$ cat config.mk
export PLATFORM = sky130hd
export DESIGN_NAME = signal_measure_engine
export DESIGN_NICKNAME = d
export VERILOG_FILES = /design/src/rtl/signal_measure_engine.sv
export SDC_FILE = /design/constraint.sdc
export NUM_CORES = 1
export LEC_CHECK = 0
export BUFFER_PORTS_ARGS = -buffer_cell sky130_fd_sc_hd__buf_4
export CORE_MARGIN = 8
export CORE_UTILIZATION = 35
export CTS_CLUSTER_SIZE = 20
export DETAILED_ROUTE_END_ITERATION = 16
export GPL_TIMING_DRIVEN = 1
export HOLD_SLACK_MARGIN = 0.08
export SLEW_MARGIN = 10
export SYNTH_ARGS = -nofsm -noshare
export SYNTH_HDL_FRONTEND = slang
export SYNTH_SLANG_ARGS = --single-unit
$ cat constraint.sdc
create_clock -name clk -period 7 [get_ports clk]
set_clock_uncertainty 0.05 [all_clocks]
set_input_delay 0 -clock clk [delete_from_list [all_inputs] [get_ports clk]]
set_output_delay 0 -clock clk [all_outputs]
set_load 0.01 [all_outputs]
$ cat src/rtl/signal_measure_engine.sv
// Multi-channel frequency/duty/period measurement engine. All results are
// produced by one shared restoring divider, one quotient bit per cycle.
module signal_measure_engine #(
  parameter int unsigned CLK_FREQ    = 50_000_000,
  parameter int unsigned NUM_CH      = 4,
  parameter int unsigned CNT_W       = 20,
  parameter int unsigned TIMEOUT_CYC = 1_000_000,
  parameter int unsigned DIV_W       = 40,
  localparam int unsigned SEL_W      = (NUM_CH > 1) ? $clog2(NUM_CH) : 1
) (
  input  logic              clk,
  input  logic              rst_n,
  input  logic [NUM_CH-1:0] sig_in,
  input  logic [SEL_W-1:0]  ch_sel,
  input  logic [7:0]        avg_n,
  input  logic              edge_sel,
  input  logic              start,
  input  logic              abort,
  output logic              busy,
  output logic              done,
  output logic              timeout,
  output logic [31:0]       freq,
  output logic [6:0]        duty,
  output logic [CNT_W-1:0]  high_time,
  output logic [CNT_W-1:0]  low_time,
  output logic [CNT_W-1:0]  period
);

  localparam int unsigned SUM_W = CNT_W + 8;
  localparam int unsigned BC_W  = $clog2(DIV_W);

  typedef enum logic [2:0] {IDLE, ARM, MEAS, DIV, FIN} state_t;
  state_t state, state_nx;

  logic [NUM_CH-1:0] sync1, sync2;
  logic [SEL_W-1:0]  ch_lat;
  logic [7:0]        avg_lat;
  logic              edge_lat;
  logic              s, s_d, qual;

  logic [CNT_W-1:0]  pcnt, hcnt;
  logic [7:0]        n;
  logic [SUM_W-1:0]  sum_p, sum_h;

  logic [DIV_W-1:0]  dq, rem;
  logic [BC_W-1:0]   bcnt;
  logic [2:0]        didx;
  logic [31:0]       sh_freq;
  logic [6:0]        sh_duty;
  logic [CNT_W-1:0]  sh_high, sh_low;

  logic              tmo_hit, last_step;
  logic              start_acc, tmo_ev, first_ev, acc_ev, cnt_ev, div_ev;

  assign s         = sync2[ch_lat];
  assign qual      = edge_lat ? (~s & s_d) : (s & ~s_d);
  assign tmo_hit   = (pcnt == CNT_W'(TIMEOUT_CYC));
  assign last_step = (bcnt == BC_W'(DIV_W - 1));

  always_ff @(posedge clk or negedge rst_n) begin
    if (!rst_n) state <= IDLE;
    else        state <= state_nx;
  end

  always_comb begin
    state_nx  = state;
    busy      = 1'b0;
    done      = 1'b0;
    start_acc = 1'b0;
    tmo_ev    = 1'b0;
    first_ev  = 1'b0;
    acc_ev    = 1'b0;
    cnt_ev    = 1'b0;
    div_ev    = 1'b0;
    case (state)
      IDLE: begin
        if (start) begin
          start_acc = 1'b1;
          state_nx  = ARM;
        end
      end
      ARM: begin
        busy = 1'b1;
        if (abort) begin
          state_nx = IDLE;
        end else if (tmo_hit) begin
          tmo_ev   = 1'b1;
          state_nx = FIN;
        end else if (qual) begin
          first_ev = 1'b1;
          state_nx = MEAS;
        end else begin
          cnt_ev = 1'b1;
        end
      end
      MEAS: begin
        busy = 1'b1;
        if (abort) begin
          state_nx = IDLE;
        end else if (qual) begin
          acc_ev = 1'b1;
          if (8'(n + 8'd1) == avg_lat) state_nx = DIV;
        end else if (tmo_hit) begin
          tmo_ev   = 1'b1;
          state_nx = FIN;
        end else begin
          cnt_ev = 1'b1;
        end
      end
      DIV: begin
        busy = 1'b1;
        if (abort) begin
          state_nx = IDLE;
        end else begin
          div_ev = 1'b1;
          if (last_step && didx == 3'd4) state_nx = FIN;
        end
      end
      FIN: begin
        done     = 1'b1;
        state_nx = IDLE;
      end
      default: state_nx = IDLE;
    endcase
  end

  // Divider operand selection and one restoring step
  logic [DIV_W-1:0] dvd, dvs, cur_dq, cur_rem, rem_nx, q_nx;
  logic [DIV_W:0]   trial;
  logic             qbit;

  always_comb begin
    dvd = '0;
    dvs = DIV_W'(avg_lat);
    case (didx)
      3'd0: begin
        dvd = DIV_W'(CLK_FREQ) * DIV_W'(avg_lat);
        dvs = DIV_W'(sum_p);
      end
      3'd1: begin
        dvd = DIV_W'(sum_h) * DIV_W'(100);
        dvs = DIV_W'(sum_p);
      end
      3'd2:    dvd = DIV_W'(sum_h);
      3'd3:    dvd = DIV_W'(sum_p - sum_h);
      default: dvd = DIV_W'(sum_p);
    endcase
    cur_dq  = (bcnt == '0) ? dvd : dq;
    cur_rem = (bcnt == '0) ? '0 : rem;
    trial   = {cur_rem, cur_dq[DIV_W-1]} - {1'b0, dvs};
    qbit    = ~trial[DIV_W];
    rem_nx  = qbit ? trial[DIV_W-1:0] : {cur_rem[DIV_W-2:0], cur_dq[DIV_W-1]};
    q_nx    = {cur_dq[DIV_W-2:0], qbit};
  end

  always_ff @(posedge clk or negedge rst_n) begin
    if (!rst_n) begin
      sync1     <= '0;
      sync2     <= '0;
      s_d       <= 1'b0;
      ch_lat    <= '0;
      avg_lat   <= 8'd1;
      edge_lat  <= 1'b0;
      pcnt      <= '0;
      hcnt      <= '0;
      n         <= '0;
      sum_p     <= '0;
      sum_h     <= '0;
      dq        <= '0;
      rem       <= '0;
      bcnt      <= '0;
      didx      <= '0;
      sh_freq   <= '0;
      sh_duty   <= '0;
      sh_high   <= '0;
      sh_low    <= '0;
      timeout   <= 1'b0;
      freq      <= '0;
      duty      <= '0;
      high_time <= '0;
      low_time  <= '0;
      period    <= '0;
    end else begin
      sync1 <= sig_in;
      sync2 <= sync1;
      // Reload s_d from the newly selected channel so switching cannot fake an edge
      s_d   <= start_acc ? sync2[ch_sel] : s;
      if (start_acc) begin
        ch_lat   <= ch_sel;
        avg_lat  <= (avg_n == 8'd0) ? 8'd1 : avg_n;
        edge_lat <= edge_sel;
        pcnt     <= '0;
        hcnt     <= '0;
        n        <= '0;
        sum_p    <= '0;
        sum_h    <= '0;
        bcnt     <= '0;
        didx     <= '0;
        timeout  <= 1'b0;
      end
      if (tmo_ev) timeout <= 1'b1;
      if (first_ev) begin
        pcnt <= CNT_W'(1);
        hcnt <= CNT_W'(s);
      end
      if (acc_ev) begin
        sum_p <= sum_p + SUM_W'(pcnt);
        sum_h <= sum_h + SUM_W'(hcnt);
        pcnt  <= CNT_W'(1);
        hcnt  <= CNT_W'(s);
        n     <= n + 8'd1;
      end
      if (cnt_ev) begin
        pcnt <= pcnt + CNT_W'(1);
        hcnt <= hcnt + CNT_W'(s);
      end
      if (div_ev) begin
        dq  <= q_nx;
        rem <= rem_nx;
        if (last_step) begin
          bcnt <= '0;
          didx <= didx + 3'd1;
          case (didx)
            3'd0: sh_freq <= q_nx[31:0];
            3'd1: sh_duty <= q_nx[6:0];
            3'd2: sh_high <= q_nx[CNT_W-1:0];
            3'd3: sh_low  <= q_nx[CNT_W-1:0];
            default: begin
              // Outputs load on the edge entering FIN so they coincide with done
              freq      <= sh_freq;
              duty      <= sh_duty;
              high_time <= sh_high;
              low_time  <= sh_low;
              period    <= q_nx[CNT_W-1:0];
            end
          endcase
        end else begin
          bcnt <= bcnt + BC_W'(1);
        end
      end
    end
  end

endmodule

Word-level counts from Yosys, hierarchy flattened --
Index checks and enable logic that the tools add are counted.
Word-level totals: output and inout port bits 102, register bits 395, logic and storage cells 146, input bits 19
Cells by class: reduce and logical (&&, ||, !) cells 18, add/sub/neg operators 9, equal/unequal tests 16, bitwise logic cells 6, muxes and demuxes 67, multipliers 2, magnitude comparators 2
Operator list (count):
- $pmux W40 S4 | 1
- $mux W20 | 7
- $mux W40 | 3
- $mux W28 | 4
- $add A28 B20 Y28 | 2
- $sub A41 B40 Y41 | 1
- $mux W3 | 13
- $mul A28 B5 Y33 const B | 1
- $sub A28 B28 Y29 | 1
- $mux W1 | 28
- $mul A19 B8 Y27 const A | 1
- $mux W8 | 3
- $add A20 B1 Y20 | 1
- $add A20 B1 Y20 const B | 1
- $eq A20 B20 Y1 const B | 1
- $mux W6 | 3
- $reduce_and A3 Y1 | 5
- $eq A3 B2 Y1 const B | 4
- $ne A4 B4 Y1 const B | 3
- $pmux W3 S4 | 1
- $add A8 B1 Y8 const B | 1
- $eq A8 B8 Y1 | 1
- $logic_not A8 Y1 | 1
- $add A6 B1 Y6 const B | 1
- other kinds (20) | 32

Longest topological paths before layout --
word-level depth 12, gate-level depth with buffers 27, mapped depth without buffers 24

Worst setup path before layout --
No wires, ideal clock.
path kind reg2reg, start point reg sum_h[9], end point reg rem[37], buffers on the path 4, setup time 103 ps, arrival time 5036 ps, required time 6847 ps, setup slack 1811 ps, stages on the path, launching flop included 27, period minus slack after synthesis 5189 ps, cells stage by stage dfrtp_1 inv_1 ha_1 clkbuf_1 nand4_1 nor4_1 nor2_1 a21oi_1 a311oi_1 o31ai_1 or3_1 clkbuf_1 and2_1 ha_1 inv_1 fa_1 a211oi_1 nor2_1 o211ai_1 o21ai_2 a31oi_2 a21o_4 and2_4 buf_6 buf_12 a31oi_1 o41ai_2
On the way: cells in the longest elaborated chain, start to end 5
Ends and longest elaborated chain:
- start, declared | RTL line 43 | logic [SUM_W-1:0] sum_p, sum_h;
- start signal, assigned | RTL line 208 | sum_h <= sum_h + SUM_W'(hcnt);
- $sub A28 B28 Y29 | RTL line 145 | 3'd3: dvd = DIV_W'(sum_p - sum_h);
- $pmux W40 S4 | RTL line 135 | case (didx)
- $mux W40 | RTL line 148 | cur_dq = (bcnt == '0) ? dvd : dq;
- $sub A41 B40 Y41 | RTL line 150 | trial = {cur_rem, cur_dq[DIV_W-1]} - {1'b0, dvs};
- $mux W40 | RTL line 152 | rem_nx = qbit ? trial[DIV_W-1:0] : {cur_rem[DIV_W-2:0], cur_dq[DIV_W-1]};
- end signal, assigned | RTL line 219 | rem <= rem_nx;
- end, declared | RTL line 45 | logic [DIV_W-1:0] dq, rem;
No other way between the ends. A chain may end at the register's enable or synchronous reset.

Worst setup path in the final report --
start point reg sum_h[9], end point reg rem[33]
The elaborated chain is that of the path after synthesis.

==> flow_metrics.tcl <==
set metrics [dict create \
    gp_congestion 0.919 \
    gr-total-overflow 0 \
    status "complete, no violations" \
    dieArea_um2 89800 \
    synth_edf_count 0 \
    p_leak_nw 16.0 \
    setup_slack_ps 744 \
    drt-initial-drc-count 1915 \
    syn_inst 3332 \
    ys_types 87 \
    cts_tree "built" \
    htreeDepth 2 \
    period_minus_slack_ps 6260 \
    fp.coreArea_um2 80200 \
    cts.sinks 395 \
    vdd_ir_drop_max_mv 0.968 \
    drive_gt1_frac 0.0811 \
    routedWlPerCell_um 18.5 \
    synth_area_per_cell_um2 8.46 \
    slew_headroom 0.227 \
    cp_num_buf_inv 3 \
    clock_path_buffers 3 \
    tns_ps 0 \
    synthesis.area_um2 28200 \
    gr-usage-all-layers 0.181 \
    die_h_um 300 \
    async_flop_share 1.00 \
    grt_pass1_wl_mm 133 \
    ys.flop_type "dfrtp_1" \
    area_delta_synth_final_pct 13.7 \
    ys_ff_latch 395 \
    cts_buffers 46 \
    diodes 0 \
    path_clk_slew_ps 60 \
    worst_setup_path_start_kind "flip-flop" \
    fill_cells 8171 \
    drt-pass1-iter-count 7 \
    cp_slowest_cell "and2_4" \
    wl_mm 83.4 \
    critPathMaxStageDelay_ps 480 \
    synth_warnings 0 \
    cp_cell_sequence "inv_1 -> ha_1 -> nand4_1 -> nor4_1 -> nor2_1 -> a21oi_1 -> a311oi_1 -> o31ai_1 -> or3_1 -> buf_4 -> and2_1 -> ha_1 -> inv_1 -> fa_1 -> a211oi_1 -> nor2_1 -> o211ai_1 -> o21ai_2 -> a31oi_2 -> a21o_4 -> and2_4 -> a21oi_1 -> o41ai_1" \
    timing.final.hold_violations 0 \
    clk_latency_ps 600 \
    pre_cts_slack_ps 792 \
    start_util 0.352 \
    fin_crit_sh 0.894 \
    portBuffers 120 \
    clock.fmax_ghz 0.160 \
    cp.arrival_ps 6700 \
    cts_root_buf "clkbuf_16" \
    tightestPinTransition_ps 1160 \
    crit_family "compound AO/OA/AOI/OAI gates" \
    nets 3749 \
    critPathCaptureType "flip-flop" \
    drv_cap 0 \
    detail-route-antenna-nets 0 \
    slew_viol_final 0 \
    ys_seq_area_frac 0.351 \
    worstPathRequired_ps 7440 \
    grt_pass1_vias 23000 \
    power_density_nw_per_um2 562 \
    crit_path_max_fanout 32 \
    hold_class "flip-flop to flip-flop" \
    via_per_inst 5.37 \
    die_w_um 300 \
    antenna_found_initial 0 \
    setup_viol_count_final 0 \
    io_pins 121 \
    rows 104 \
    grt_max_degree 139 \
    vias 24200 \
    post_cts_buffers 0 \
    drc 0 \
    holdWs_ps 296 \
    place_hpwl_mm 61.7 \
    critPathKind "flip-flop to flip-flop" \
    syn_nets 3664 \
    rsz0062_at_grt "false" \
]
cell usage in the layout (no fill, tap or decap), types with 7 or more instances in the layout:
cell and count:
dfrtp_1 394, and3_1 42, a222oi_1 11, a221oi_1 23, clkbuf_16 46, nand2b_1 16
nand4_1 35, xor2_1 68, o21a_1 25, inv_1 248, o21ai_0 338, a21o_1 53
a211oi_1 23, mux2_2 9, dlygate4sd3_1 42, a31oi_1 34, a211o_1 13, nor3_1 30
buf_4 147, a21oi_1 176, or2_2 10, nor2_1 177, nor2b_1 12, mux2i_1 50
nand3_1 122, o211ai_1 22, nand2_1 631, a31o_2 8, and2_1 38, o21bai_1 18
ha_1 245, clkbuf_8 7, o31ai_1 33, fa_1 68, or3_1 7, xnor2_1 60
o21ai_1 10
worst reg2reg max path, delay by kind of cell (launching register included):
kind                       cells  cell delay, ps
buffers and inverters          3             340
adders and majority gates      3            1030
and+or+nand+nor                7            1460
AOI/OAI and AO/OA             10            2800
DFF                            1             460
path summary, 6_finish.rpt:
kind	from	to	slack, ps	depth (start not counted)
min	sync1[0]	sync2[0]	300	0
min in group asynchronous	rst_n	high_time[4]	570	3
max	sum_h[9]	rem[33]	740	23
min reg2reg	sync1[0]	sync2[0]	300	0
max reg2reg	sum_h[9]	rem[33]	740	23
max in group asynchronous	rst_n	sh_freq[25]	4830	4
through the flow:
step,instances,util,total power [W],cell area [um^2]
after CTS,4502,0.399,0.0180,32000
after global routing,4502,0.400,0.0197,32000
after floorplan,3332,-,0.0121,28200
after detailed placement,4387,0.375,0.0154,30100
after global placement,4387,0.375,0.0153,30100
final,4502,0.400,0.0180,32000
cell type report:
cell class	count	area [um^2]	share of cell area
Clock buffer	59	1270	0.0397
Clock inverter	14	245	0.00766
Inverter	248	931	0.0291
Multi-Input combinational cell	2535	16800	0.525
Sequential cell	395	9890	0.309
Tap cell	1060	1330	0.0414
Timing Repair Buffer	191	1560	0.0487
synthesized netlist by cell type (35+ instances only):
master    number  area share
nand2_1      634       0.084
dfrtp_1      394        0.35
o21ai_0      339       0.060
inv_1        248       0.033
ha_1         245        0.11
nor2_1       181       0.024
a21oi_1      176       0.031
clkbuf_1     127       0.017
nand3_1      124       0.022
fa_1          68       0.048
xor2_1        68       0.021
xnor2_1       60       0.019
a21o_1        53       0.014
mux2i_1       50       0.018
and3_1        43      0.0095
and2_1        38      0.0084
nand4_1       35      0.0078
report_power, final:
group	internal (W)	total [W]	leakage (nW)	switching, W
combinational	0.00504	0.0127	9.90	0.00766
sequential	0.00252	0.00281	5.41	0.000292
clock	0.00146	0.00247	0.741	0.00101
repair_timing:
action	CTS	global route
hold buffers	42	0
hold endpoints to repair	148	0
gates resized for setup	0	0
kinds of logic after synthesis:
logic type      share of synthesized area
simple gates                        0.181
flops                               0.351
compound gates                      0.193
xor+xnor                           0.0398
buf+inv                            0.0554
mux                                0.0230
fa+ha+maj                           0.157
sequential cells by signal, summed over array words and instances, names as in the netlist, 8 cells and up:
register and flops:
sh_freq 32, n 8, freq 32, low_time 20
sh_high 20, sum_p 28, high_time 20, pcnt 20
dq 40, hcnt 20, avg_lat 8, period 20
sh_low 20, sum_h 28, rem 40
metal layers:
layer	part of all wire	up-vias	global-route usage
met3	0.056	125	0.0270
met1	0.48	11600	0.261
met4	0.028	0	0.0485
met2	0.44	639	0.282
met5	0	-	0
li1	-	11800	-
No activity file was read; power rests on OpenSTA's default activity.
